<file path="config.mk">
export PLATFORM = sky130hd
export DESIGN_NAME = ulpi_rx_packetizer
export DESIGN_NICKNAME = d
export VERILOG_FILES = /design/src/rtl/usb_pkg.sv /design/src/rtl/usb_crc_byte.sv /design/src/rtl/ulpi_rx_packetizer.sv
export SDC_FILE = /design/constraint.sdc
export NUM_CORES = 1
export LEC_CHECK = 0
export CORE_ASPECT_RATIO = 0.5
export CORE_UTILIZATION = 45
export DETAILED_ROUTE_END_ITERATION = 8
export GPL_TIMING_DRIVEN = 0
export PLACE_DENSITY = 0.75
export SLEW_MARGIN = 20
export SYNTH_ARGS = -nofsm -noshare
export SYNTH_HDL_FRONTEND = slang
export SYNTH_SLANG_ARGS = --single-unit
export TNS_END_PERCENT = 30
</file>
<file path="constraint.sdc">
create_clock -name CLKOUT -period 6.12 [get_ports CLKOUT]
set_input_delay 1.53 -clock CLKOUT [delete_from_list [all_inputs] [get_ports CLKOUT]]
set_output_delay 1.53 -clock CLKOUT [all_outputs]
set_load 0.05 [all_outputs]
</file>
<file path="src/rtl/usb_pkg.sv">
// Shared USB receive constants: PIDs, RXCMD layout, packet error codes and CRC parameters.
package usb_pkg;

  localparam int unsigned BYTE_W = 8;
  localparam int unsigned PID_W  = 4;

  localparam logic [PID_W-1:0] PID_OUT   = 4'h1;
  localparam logic [PID_W-1:0] PID_IN    = 4'h9;
  localparam logic [PID_W-1:0] PID_SOF   = 4'h5;
  localparam logic [PID_W-1:0] PID_SETUP = 4'hD;
  localparam logic [PID_W-1:0] PID_DATA0 = 4'h3;
  localparam logic [PID_W-1:0] PID_DATA1 = 4'hB;
  localparam logic [PID_W-1:0] PID_DATA2 = 4'h7;
  localparam logic [PID_W-1:0] PID_MDATA = 4'hF;
  localparam logic [PID_W-1:0] PID_ACK   = 4'h2;
  localparam logic [PID_W-1:0] PID_NAK   = 4'hA;
  localparam logic [PID_W-1:0] PID_STALL = 4'hE;
  localparam logic [PID_W-1:0] PID_NYET  = 4'h6;

  localparam int unsigned RXCMD_LS_LSB   = 0;
  localparam int unsigned RXCMD_VBUS_LSB = 2;
  localparam int unsigned RXCMD_EV_LSB   = 4;

  localparam logic [1:0] RXEV_INACTIVE = 2'b00;
  localparam logic [1:0] RXEV_ACTIVE   = 2'b01;
  localparam logic [1:0] RXEV_ERROR    = 2'b11;

  typedef enum logic [2:0] {
    ERR_NONE  = 3'd0,
    ERR_PID   = 3'd1,
    ERR_CRC   = 3'd2,
    ERR_LEN   = 3'd3,
    ERR_RXERR = 3'd4,
    ERR_OVF   = 3'd5
  } pkt_err_e;

  localparam logic [4:0]  CRC5_POLY      = 5'h05;
  localparam logic [4:0]  CRC5_INIT      = 5'h1F;
  localparam logic [4:0]  CRC5_RESIDUE   = 5'h0C;
  localparam logic [15:0] CRC16_POLY     = 16'h8005;
  localparam logic [15:0] CRC16_INIT     = 16'hFFFF;
  localparam logic [15:0] CRC16_RESIDUE  = 16'h800D;

  function automatic logic is_token(input logic [PID_W-1:0] p);
    return (p == PID_OUT) || (p == PID_IN) || (p == PID_SOF) || (p == PID_SETUP);
  endfunction

  function automatic logic is_data(input logic [PID_W-1:0] p);
    return (p == PID_DATA0) || (p == PID_DATA1) || (p == PID_DATA2) || (p == PID_MDATA);
  endfunction

  function automatic logic is_hshk(input logic [PID_W-1:0] p);
    return (p == PID_ACK) || (p == PID_NAK) || (p == PID_STALL) || (p == PID_NYET);
  endfunction

endpackage

</file>
<file path="src/rtl/usb_crc_byte.sv">
// One-byte combinational update of the USB CRC5 and CRC16 registers, bits taken LSB-first.
module usb_crc_byte
  import usb_pkg::*;
(
  input  logic [BYTE_W-1:0] data_i,
  input  logic [4:0]        crc5_i,
  input  logic [15:0]       crc16_i,
  output logic [4:0]        crc5_o,
  output logic [15:0]       crc16_o
);

  function automatic logic [4:0] crc5_bit(input logic [4:0] c, input logic b);
    return {c[3:0], 1'b0} ^ ((c[4] ^ b) ? CRC5_POLY : 5'h00);
  endfunction

  function automatic logic [15:0] crc16_bit(input logic [15:0] c, input logic b);
    return {c[14:0], 1'b0} ^ ((c[15] ^ b) ? CRC16_POLY : 16'h0000);
  endfunction

  always_comb begin
    crc5_o  = crc5_i;
    crc16_o = crc16_i;
    for (int i = 0; i < int'(BYTE_W); i++) begin
      crc5_o  = crc5_bit(crc5_o, data_i[i]);
      crc16_o = crc16_bit(crc16_o, data_i[i]);
    end
  end

endmodule

</file>
<file path="src/rtl/ulpi_rx_packetizer.sv">
// ULPI receive front end: tracks bus ownership, splits RXCMD from packet bytes,
// frames packets with sop/eop and reports PID, length and CRC status per packet.
module ulpi_rx_packetizer
  import usb_pkg::*;
#(
  parameter int unsigned MAX_BYTES = 67
) (
  input  logic              CLKOUT,
  input  logic              RESET,
  input  logic              DIR,
  input  logic              NXT,
  input  logic [BYTE_W-1:0] ulpi_din,
  output logic              rx_valid,
  output logic [BYTE_W-1:0] rx_data,
  output logic              rx_sop,
  output logic              rx_eop,
  output logic              pkt_done,
  output logic              pkt_ok,
  output logic [2:0]        pkt_err,
  output logic [PID_W-1:0]  pkt_pid,
  output logic [6:0]        pkt_len,
  output logic [10:0]       tok_field,
  output logic [1:0]        linestate,
  output logic [1:0]        vbus_state
);

  localparam int unsigned     CNT_W   = 7;
  localparam logic [CNT_W-1:0] CNT_SAT = '1;
  localparam logic [CNT_W-1:0] MAX_CNT = CNT_W'(MAX_BYTES);

  typedef enum logic [2:0] {
    ST_IDLE, ST_TURN_IN, ST_RX_CMD, ST_RX_PID, ST_RX_BODY, ST_TURN_OUT
  } state_e;

  state_e            st_q, st_d;
  logic [BYTE_W-1:0] hold_q, hold_d, pid_q, pid_d, b1_q, b1_d, rx_data_q, rx_data_d;
  logic              hold_vld_q, hold_vld_d, hold_sop_q, hold_sop_d;
  logic [2:0]        b2_q, b2_d;
  logic [CNT_W-1:0]  cnt_q, cnt_d, pkt_len_q, pkt_len_d;
  logic [4:0]        crc5_q, crc5_d, crc5_nxt;
  logic [15:0]       crc16_q, crc16_d, crc16_nxt;
  logic              rxerr_q, rxerr_d, ovf_q, ovf_d;
  logic              rx_valid_q, rx_valid_d, rx_sop_q, rx_sop_d, rx_eop_q, rx_eop_d;
  logic              pkt_done_q, pkt_done_d, pkt_ok_q, pkt_ok_d;
  logic [2:0]        pkt_err_q, pkt_err_d;
  logic [PID_W-1:0]  pkt_pid_q, pkt_pid_d;
  logic [10:0]       tok_q, tok_d;
  logic [1:0]        ls_q, ls_d, vbus_q, vbus_d;

  logic       is_cmd, is_byte, in_pkt, take_pid, pkt_end;
  logic [1:0] rx_ev;
  logic       pid_bad, len_bad, crc_bad;
  pkt_err_e   err_c;

  assign is_cmd   = DIR && !NXT;
  assign is_byte  = DIR && NXT;
  assign rx_ev    = ulpi_din[RXCMD_EV_LSB +: 2];
  assign in_pkt   = (st_q == ST_RX_PID) || (st_q == ST_RX_BODY);
  assign take_pid = is_byte && ((st_q == ST_RX_CMD) || (st_q == ST_TURN_IN));
  assign pkt_end  = in_pkt && (!DIR || (is_cmd && (rx_ev == RXEV_INACTIVE)));

  usb_crc_byte u_crc (
    .data_i  (ulpi_din),
    .crc5_i  (crc5_q),
    .crc16_i (crc16_q),
    .crc5_o  (crc5_nxt),
    .crc16_o (crc16_nxt)
  );

  // Packet check, evaluated against the state accumulated up to the end edge.
  always_comb begin
    pid_bad = (pid_q[7:4] != ~pid_q[3:0]);
    len_bad = 1'b0;
    crc_bad = 1'b0;
    if (is_token(pid_q[3:0])) begin
      len_bad = (cnt_q != CNT_W'(3));
      crc_bad = (crc5_q != CRC5_RESIDUE);
    end else if (is_data(pid_q[3:0])) begin
      len_bad = (cnt_q < CNT_W'(3)) || (cnt_q > MAX_CNT);
      crc_bad = (crc16_q != CRC16_RESIDUE);
    end else if (is_hshk(pid_q[3:0])) begin
      len_bad = (cnt_q != CNT_W'(1));
    end
    if (rxerr_q)      err_c = ERR_RXERR;
    else if (ovf_q)   err_c = ERR_OVF;
    else if (pid_bad) err_c = ERR_PID;
    else if (len_bad) err_c = ERR_LEN;
    else if (crc_bad) err_c = ERR_CRC;
    else              err_c = ERR_NONE;
  end

  always_comb begin
    st_d       = st_q;
    hold_d     = hold_q;
    hold_vld_d = hold_vld_q;
    hold_sop_d = hold_sop_q;
    cnt_d      = cnt_q;
    pid_d      = pid_q;
    b1_d       = b1_q;
    b2_d       = b2_q;
    crc5_d     = crc5_q;
    crc16_d    = crc16_q;
    rxerr_d    = rxerr_q;
    ovf_d      = ovf_q;
    rx_valid_d = 1'b0;
    rx_data_d  = rx_data_q;
    rx_sop_d   = 1'b0;
    rx_eop_d   = 1'b0;
    pkt_done_d = 1'b0;
    pkt_ok_d   = pkt_ok_q;
    pkt_err_d  = pkt_err_q;
    pkt_pid_d  = pkt_pid_q;
    pkt_len_d  = pkt_len_q;
    tok_d      = tok_q;
    ls_d       = ls_q;
    vbus_d     = vbus_q;

    case (st_q)
      ST_IDLE:     if (DIR) st_d = ST_TURN_IN;
      ST_TURN_IN:  st_d = take_pid ? ST_RX_PID : (DIR ? ST_RX_CMD : ST_IDLE);
      ST_RX_CMD: begin
        if (!DIR)          st_d = ST_TURN_OUT;
        else if (take_pid) st_d = ST_RX_PID;
      end
      ST_RX_PID,
      ST_RX_BODY: begin
        if (!DIR)         st_d = ST_TURN_OUT;
        else if (pkt_end) st_d = ST_RX_CMD;
        else              st_d = ST_RX_BODY;
      end
      ST_TURN_OUT: st_d = DIR ? ST_TURN_IN : ST_IDLE;
      default:     st_d = ST_IDLE;
    endcase

    if (is_cmd && ((st_q == ST_RX_CMD) || in_pkt)) begin
      ls_d   = ulpi_din[RXCMD_LS_LSB +: 2];
      vbus_d = ulpi_din[RXCMD_VBUS_LSB +: 2];
    end

    if (take_pid) begin
      pid_d      = ulpi_din;
      hold_d     = ulpi_din;
      hold_vld_d = 1'b1;
      hold_sop_d = 1'b1;
      cnt_d      = CNT_W'(1);
      b1_d       = '0;
      b2_d       = '0;
      crc5_d     = CRC5_INIT;
      crc16_d    = CRC16_INIT;
      rxerr_d    = 1'b0;
      ovf_d      = 1'b0;
    end

    if (in_pkt && is_cmd && (rx_ev == RXEV_ERROR)) rxerr_d = 1'b1;

    // Each accepted byte pushes the previously held byte out; bytes past the limit are dropped.
    if (in_pkt && is_byte) begin
      cnt_d = (cnt_q == CNT_SAT) ? cnt_q : cnt_q + CNT_W'(1);
      if (cnt_q >= MAX_CNT) begin
        ovf_d = 1'b1;
      end else begin
        rx_valid_d = hold_vld_q;
        rx_data_d  = hold_q;
        rx_sop_d   = hold_sop_q;
        hold_d     = ulpi_din;
        hold_sop_d = 1'b0;
        crc5_d     = crc5_nxt;
        crc16_d    = crc16_nxt;
        if (cnt_q == CNT_W'(1)) b1_d = ulpi_din;
        if (cnt_q == CNT_W'(2)) b2_d = ulpi_din[2:0];
      end
    end

    if (pkt_end) begin
      rx_valid_d = hold_vld_q;
      rx_data_d  = hold_q;
      rx_sop_d   = hold_sop_q;
      rx_eop_d   = hold_vld_q;
      hold_vld_d = 1'b0;
      pkt_done_d = 1'b1;
      pkt_err_d  = err_c;
      pkt_ok_d   = (err_c == ERR_NONE);
      pkt_pid_d  = pid_q[3:0];
      pkt_len_d  = cnt_q;
      if (is_token(pid_q[3:0])) tok_d = {b2_q, b1_q};
    end
  end

  always_ff @(posedge CLKOUT) begin
    if (!RESET) begin
      st_q       <= ST_IDLE;
      hold_q     <= '0;
      hold_vld_q <= 1'b0;
      hold_sop_q <= 1'b0;
      cnt_q      <= '0;
      pid_q      <= '0;
      b1_q       <= '0;
      b2_q       <= '0;
      crc5_q     <= CRC5_INIT;
      crc16_q    <= CRC16_INIT;
      rxerr_q    <= 1'b0;
      ovf_q      <= 1'b0;
      rx_valid_q <= 1'b0;
      rx_data_q  <= '0;
      rx_sop_q   <= 1'b0;
      rx_eop_q   <= 1'b0;
      pkt_done_q <= 1'b0;
      pkt_ok_q   <= 1'b0;
      pkt_err_q  <= '0;
      pkt_pid_q  <= '0;
      pkt_len_q  <= '0;
      tok_q      <= '0;
      ls_q       <= '0;
      vbus_q     <= '0;
    end else begin
      st_q       <= st_d;
      hold_q     <= hold_d;
      hold_vld_q <= hold_vld_d;
      hold_sop_q <= hold_sop_d;
      cnt_q      <= cnt_d;
      pid_q      <= pid_d;
      b1_q       <= b1_d;
      b2_q       <= b2_d;
      crc5_q     <= crc5_d;
      crc16_q    <= crc16_d;
      rxerr_q    <= rxerr_d;
      ovf_q      <= ovf_d;
      rx_valid_q <= rx_valid_d;
      rx_data_q  <= rx_data_d;
      rx_sop_q   <= rx_sop_d;
      rx_eop_q   <= rx_eop_d;
      pkt_done_q <= pkt_done_d;
      pkt_ok_q   <= pkt_ok_d;
      pkt_err_q  <= pkt_err_d;
      pkt_pid_q  <= pkt_pid_d;
      pkt_len_q  <= pkt_len_d;
      tok_q      <= tok_d;
      ls_q       <= ls_d;
      vbus_q     <= vbus_d;
    end
  end

  assign rx_valid   = rx_valid_q;
  assign rx_data    = rx_data_q;
  assign rx_sop     = rx_sop_q;
  assign rx_eop     = rx_eop_q;
  assign pkt_done   = pkt_done_q;
  assign pkt_ok     = pkt_ok_q;
  assign pkt_err    = pkt_err_q;
  assign pkt_pid    = pkt_pid_q;
  assign pkt_len    = pkt_len_q;
  assign tok_field  = tok_q;
  assign linestate  = ls_q;
  assign vbus_state = vbus_q;

endmodule

</file>
==> results by group <==
Setup path
  • Critical Path Start Type: input port
  • Max incr delay on CP: 960 ps
  • CP cell instances: clkdlybuf4s50_1, inv_1, nor4_1, clkbuf_1, nand2_1, a21boi_0
  • Crit. End Element: flop
  • Critical Path AT: 3880 ps
  • R2R cell count: 6
  • Family with the most delay on the worst path: buffers and inverters
  • Reg2Reg Setup Slack: 3830 ps
  • CP Buf/Inv Count: 3
  • Worst flop-to-flop path startpoint: st_q[0]$_SDFFE_PN0P_
  • CP Max Fanout: 10
  • Req. time, crit path: 6390 ps
  • RR Endpoint: pid_q[1]$_SDFFE_PN0P_
  • Worst path slowest cell: nor4_1
  • Setup CP Type: input port to flop

GRT
  • First-pass GRT wire length: 17240 um
  • Largest net degree at the start of global routing: 17
  • Grt ovf: 0
  • Gr usage total: 0.2087
  • Initial antenna violation count: 0
  • Vias in the first global route: 3321

Final layout
  • Nets: 561
  • Most frequent cells in the layout: dfxtp_1 (104), nand2_1 (64), clkdlybuf4s50_1 (46)
  • Area delta synth->final: 20.17%
  • Layout cells sized above 1: 0.09256
  • Commonest non-fill, non-tap cell in the layout: dfxtp_1
  • Antenna Cells: 0

Synthesis
  • Sequential area share after synthesis: 0.4410
  • Total number of yosys warnings: 0
  • Post-synth top flop: dfxtp_1
  • Syn Std Cell Area: 4721 um2
  • Post-synthesis async set-or-reset flop share: 0
  • EDFF count, synth: 0
  • Count of state elements after synthesis: 104
  • Mapped Avg Cell Area: 9.654 um2
  • Syn_nets: 504
  • Post-Syn Instances: 489
  • Distinct cells, synth: 54

Placement
  • HPWL reported at the end of detailed placement: 7542 um
  • Buffers on Ports: 46
  • Final GP Congestion: 0.8617
  • Place WS: 2223 ps

STA
  • Fmax: 276.7 MHz
  • Worst Max-Slew Pin Slew: 1132 ps
  • Rel. slew slack: 0.2386
  • Final hold viol count: 0
  • Crit share post-route: 0.5905
  • Crit path time final: 3614 ps
  • Slew Viols, Final: 0
  • Setup TNS: 0 ps
  • Final WS setup: 2506 ps
  • Unrepaired setup endpoints after global routing: no
  • Setup Viol. Count Final: 0
  • Layout Skew: 6.208 ps

Route
  • Initial DRC count: 181
  • ANT nets after route: 0
  • Routed WL: 10750 um
  • Drt wl/cell: 15.66 um
  • DRC Markers: 0
  • Routed vias/inst: 5.208
  • 1st-pass router iterations: 5
  • Vias: 3573

Clock tree
  • Hold_buf cts: 0
  • Register clock-pin slew on the reported worst setup and hold paths: 70 ps
  • Latest clock arrival within the worst-skew pair: 350 ps
  • CTS Sinks: 104
  • Htree depth: 3
  • Cts bufs inserted: 9
  • Root Driver: clkbuf_16
  • CTS tree: yes
  • Post-CTS sizing: 0
  • Post-CTS Repair Setup Buffers: 0
  • Longest Clk Path Bufs: 2

Pwr
  • Clock share of power: 0.435
  • Psw: 324.9 uW
  • Internal power: 1.103 mW
  • Power density cells: 251.8 nW/um2
  • Comb pwr share: 0.085
  • Max VDD drop: 0.1409 mV
  • P_leak: 2.158 nW
  • Sw Share: 0.2275
  • Seq pwr share: 0.481

Die
  • DIE WIDTH: 146.9 um
  • Initial Util: 0.4806
  • Die Footprint: 10930 um2
  • DIE HEIGHT: 74.43 um
  • IO Count: 54
  • CORE AREA: 9822 um2
  • Row count: 25

Run status
  • Status: completed

Hold path
  • Hold Path Stages: 2
  • Hold_sp: hold_vld_q$_SDFFE_PP0P_
  • Min-Delay Endpoint: rx_valid$_SDFF_PN0_
  • Worst Hold Class: flop to flop

Run
  • Max Cap Viol: 0
==> state kept, by name (all words and copies together) (netlist names), 2 cells and up <==
register and cells:
crc16_q 16, tok_field 11, b1_q 8, hold_q 8, pid_q 8, rx_data 8
cnt_q 7, pkt_len 7, crc5_q 5, pkt_pid 4, b2_q 3, pkt_err 3
st_q 3, linestate 2, vbus_state 2
==> worst register-to-register path, delay by kind of cell (launching register included) <==
family	cells	cell delay, ps
xor gates and xnor gates	1	120
buffers and inverters	2	660
and+or+nand+nor	2	960
DFF	1	310
AOI/OAI and AO/OA	1	170
==> power groups by stage <==
| stage | combinational, mW | clock (mW) | sequential, mW |
|---|---|---|---|
| final | 0.121 | 0.621 | 0.687 |
| after global routing | 0.131 | 0.653 | 0.687 |
| after CTS | 0.121 | 0.626 | 0.687 |
| after detailed placement | 0.119 | 0 | 0.702 |
| after global placement | 0.119 | 0 | 0.702 |
| after floorplan | 0.0901 | 0 | 0.703 |
==> cells by family (layout without fill, tap and decap cells) <==
group	Yosys count	after routing	share of synthesized area
compound gates	89	89	0.1580
xor+xnor	44	44	0.08508
fa+ha+maj	3	3	0.007952
buf+inv	40	102	0.04452
flops	104	104	0.4410
mux	31	31	0.06573
simple gates	178	178	0.1977
==> cells in the mapped netlist, types with 7 or more instances <==
| library cell | n | area [um2] |
|---|---|---|
| mux2i_1 | 31 | 310.3 |
| nor2_1 | 18 | 67.56 |
| nand3_1 | 18 | 90.09 |
| a21boi_0 | 33 | 247.7 |
| xnor2_1 | 29 | 254.0 |
| xor2_1 | 14 | 122.6 |
| o22a_1 | 9 | 78.83 |
| clkbuf_1 | 18 | 67.56 |
| nand2_1 | 64 | 240.2 |
| o21ai_0 | 11 | 55.05 |
| dfxtp_1 | 104 | 2082 |
| a2bb2oi_2 | 12 | 180.2 |
| buf_2 | 7 | 35.03 |
| inv_1 | 7 | 26.28 |
| nor2b_1 | 35 | 219.0 |
==> how the worst max path moves through the flow <==
stage | start | endpoint | cells past startpoint
final | NXT | pid_q[1]$_SDFFE_PN0P_ | 6
after global routing | NXT | pid_q[7]$_SDFFE_PN0P_ | 6
after CTS | NXT | pid_q[7]$_SDFFE_PN0P_ | 6
after detailed placement | NXT | pid_q[3]$_SDFFE_PN0P_ | 6
after global placement | NXT | pid_q[5]$_SDFFE_PN0P_ | 6
after floorplan | ulpi_din[1] | crc16_q[15]$_SDFF_PN1_ | 7
==> stage by stage <==
step | instance area (um2) | std cells | hold WS, ps | util | total power [mW]
3_3_place_gp | 5350 | 670 | 442.4 | 0.5447 | 0.8207
6_report | 5673 | 686 | 456.1 | 0.5776 | 1.428
5_1_grt | 5673 | 686 | 487.2 | 0.5776 | 1.471
4_1_cts | 5673 | 686 | 453.1 | 0.5776 | 1.433
2_1_floorplan | 4721 | 489 | 415.9 | - | 0.7934
3_5_place_dp | 5350 | 670 | 445.4 | 0.5447 | 0.8212
==> layout make-up <==
cell class	instances	area, um2
Clock buffer	11	242.7
Timing Repair Buffer	46	460.4
Fill cell	874	4149
Multi-Input combinational cell	345	2429
Tap cell	135	168.9
Inverter	7	26.28
Clock inverter	5	80.08
Sequential cell	104	2082
Buffer	33	183.9
==> per-layer routing <==
metal	GRT usage	up-vias	wire length, um	part of all wire
met3	0.05092	13	436	0.041
met5	0	-	0	0
met4	0.06481	0	161	0.015
met2	0.3360	60	4754	0.44
met1	0.2804	1710	5393	0.50
li1	-	1790	-	-
Power figures use the tool's default switching activity.
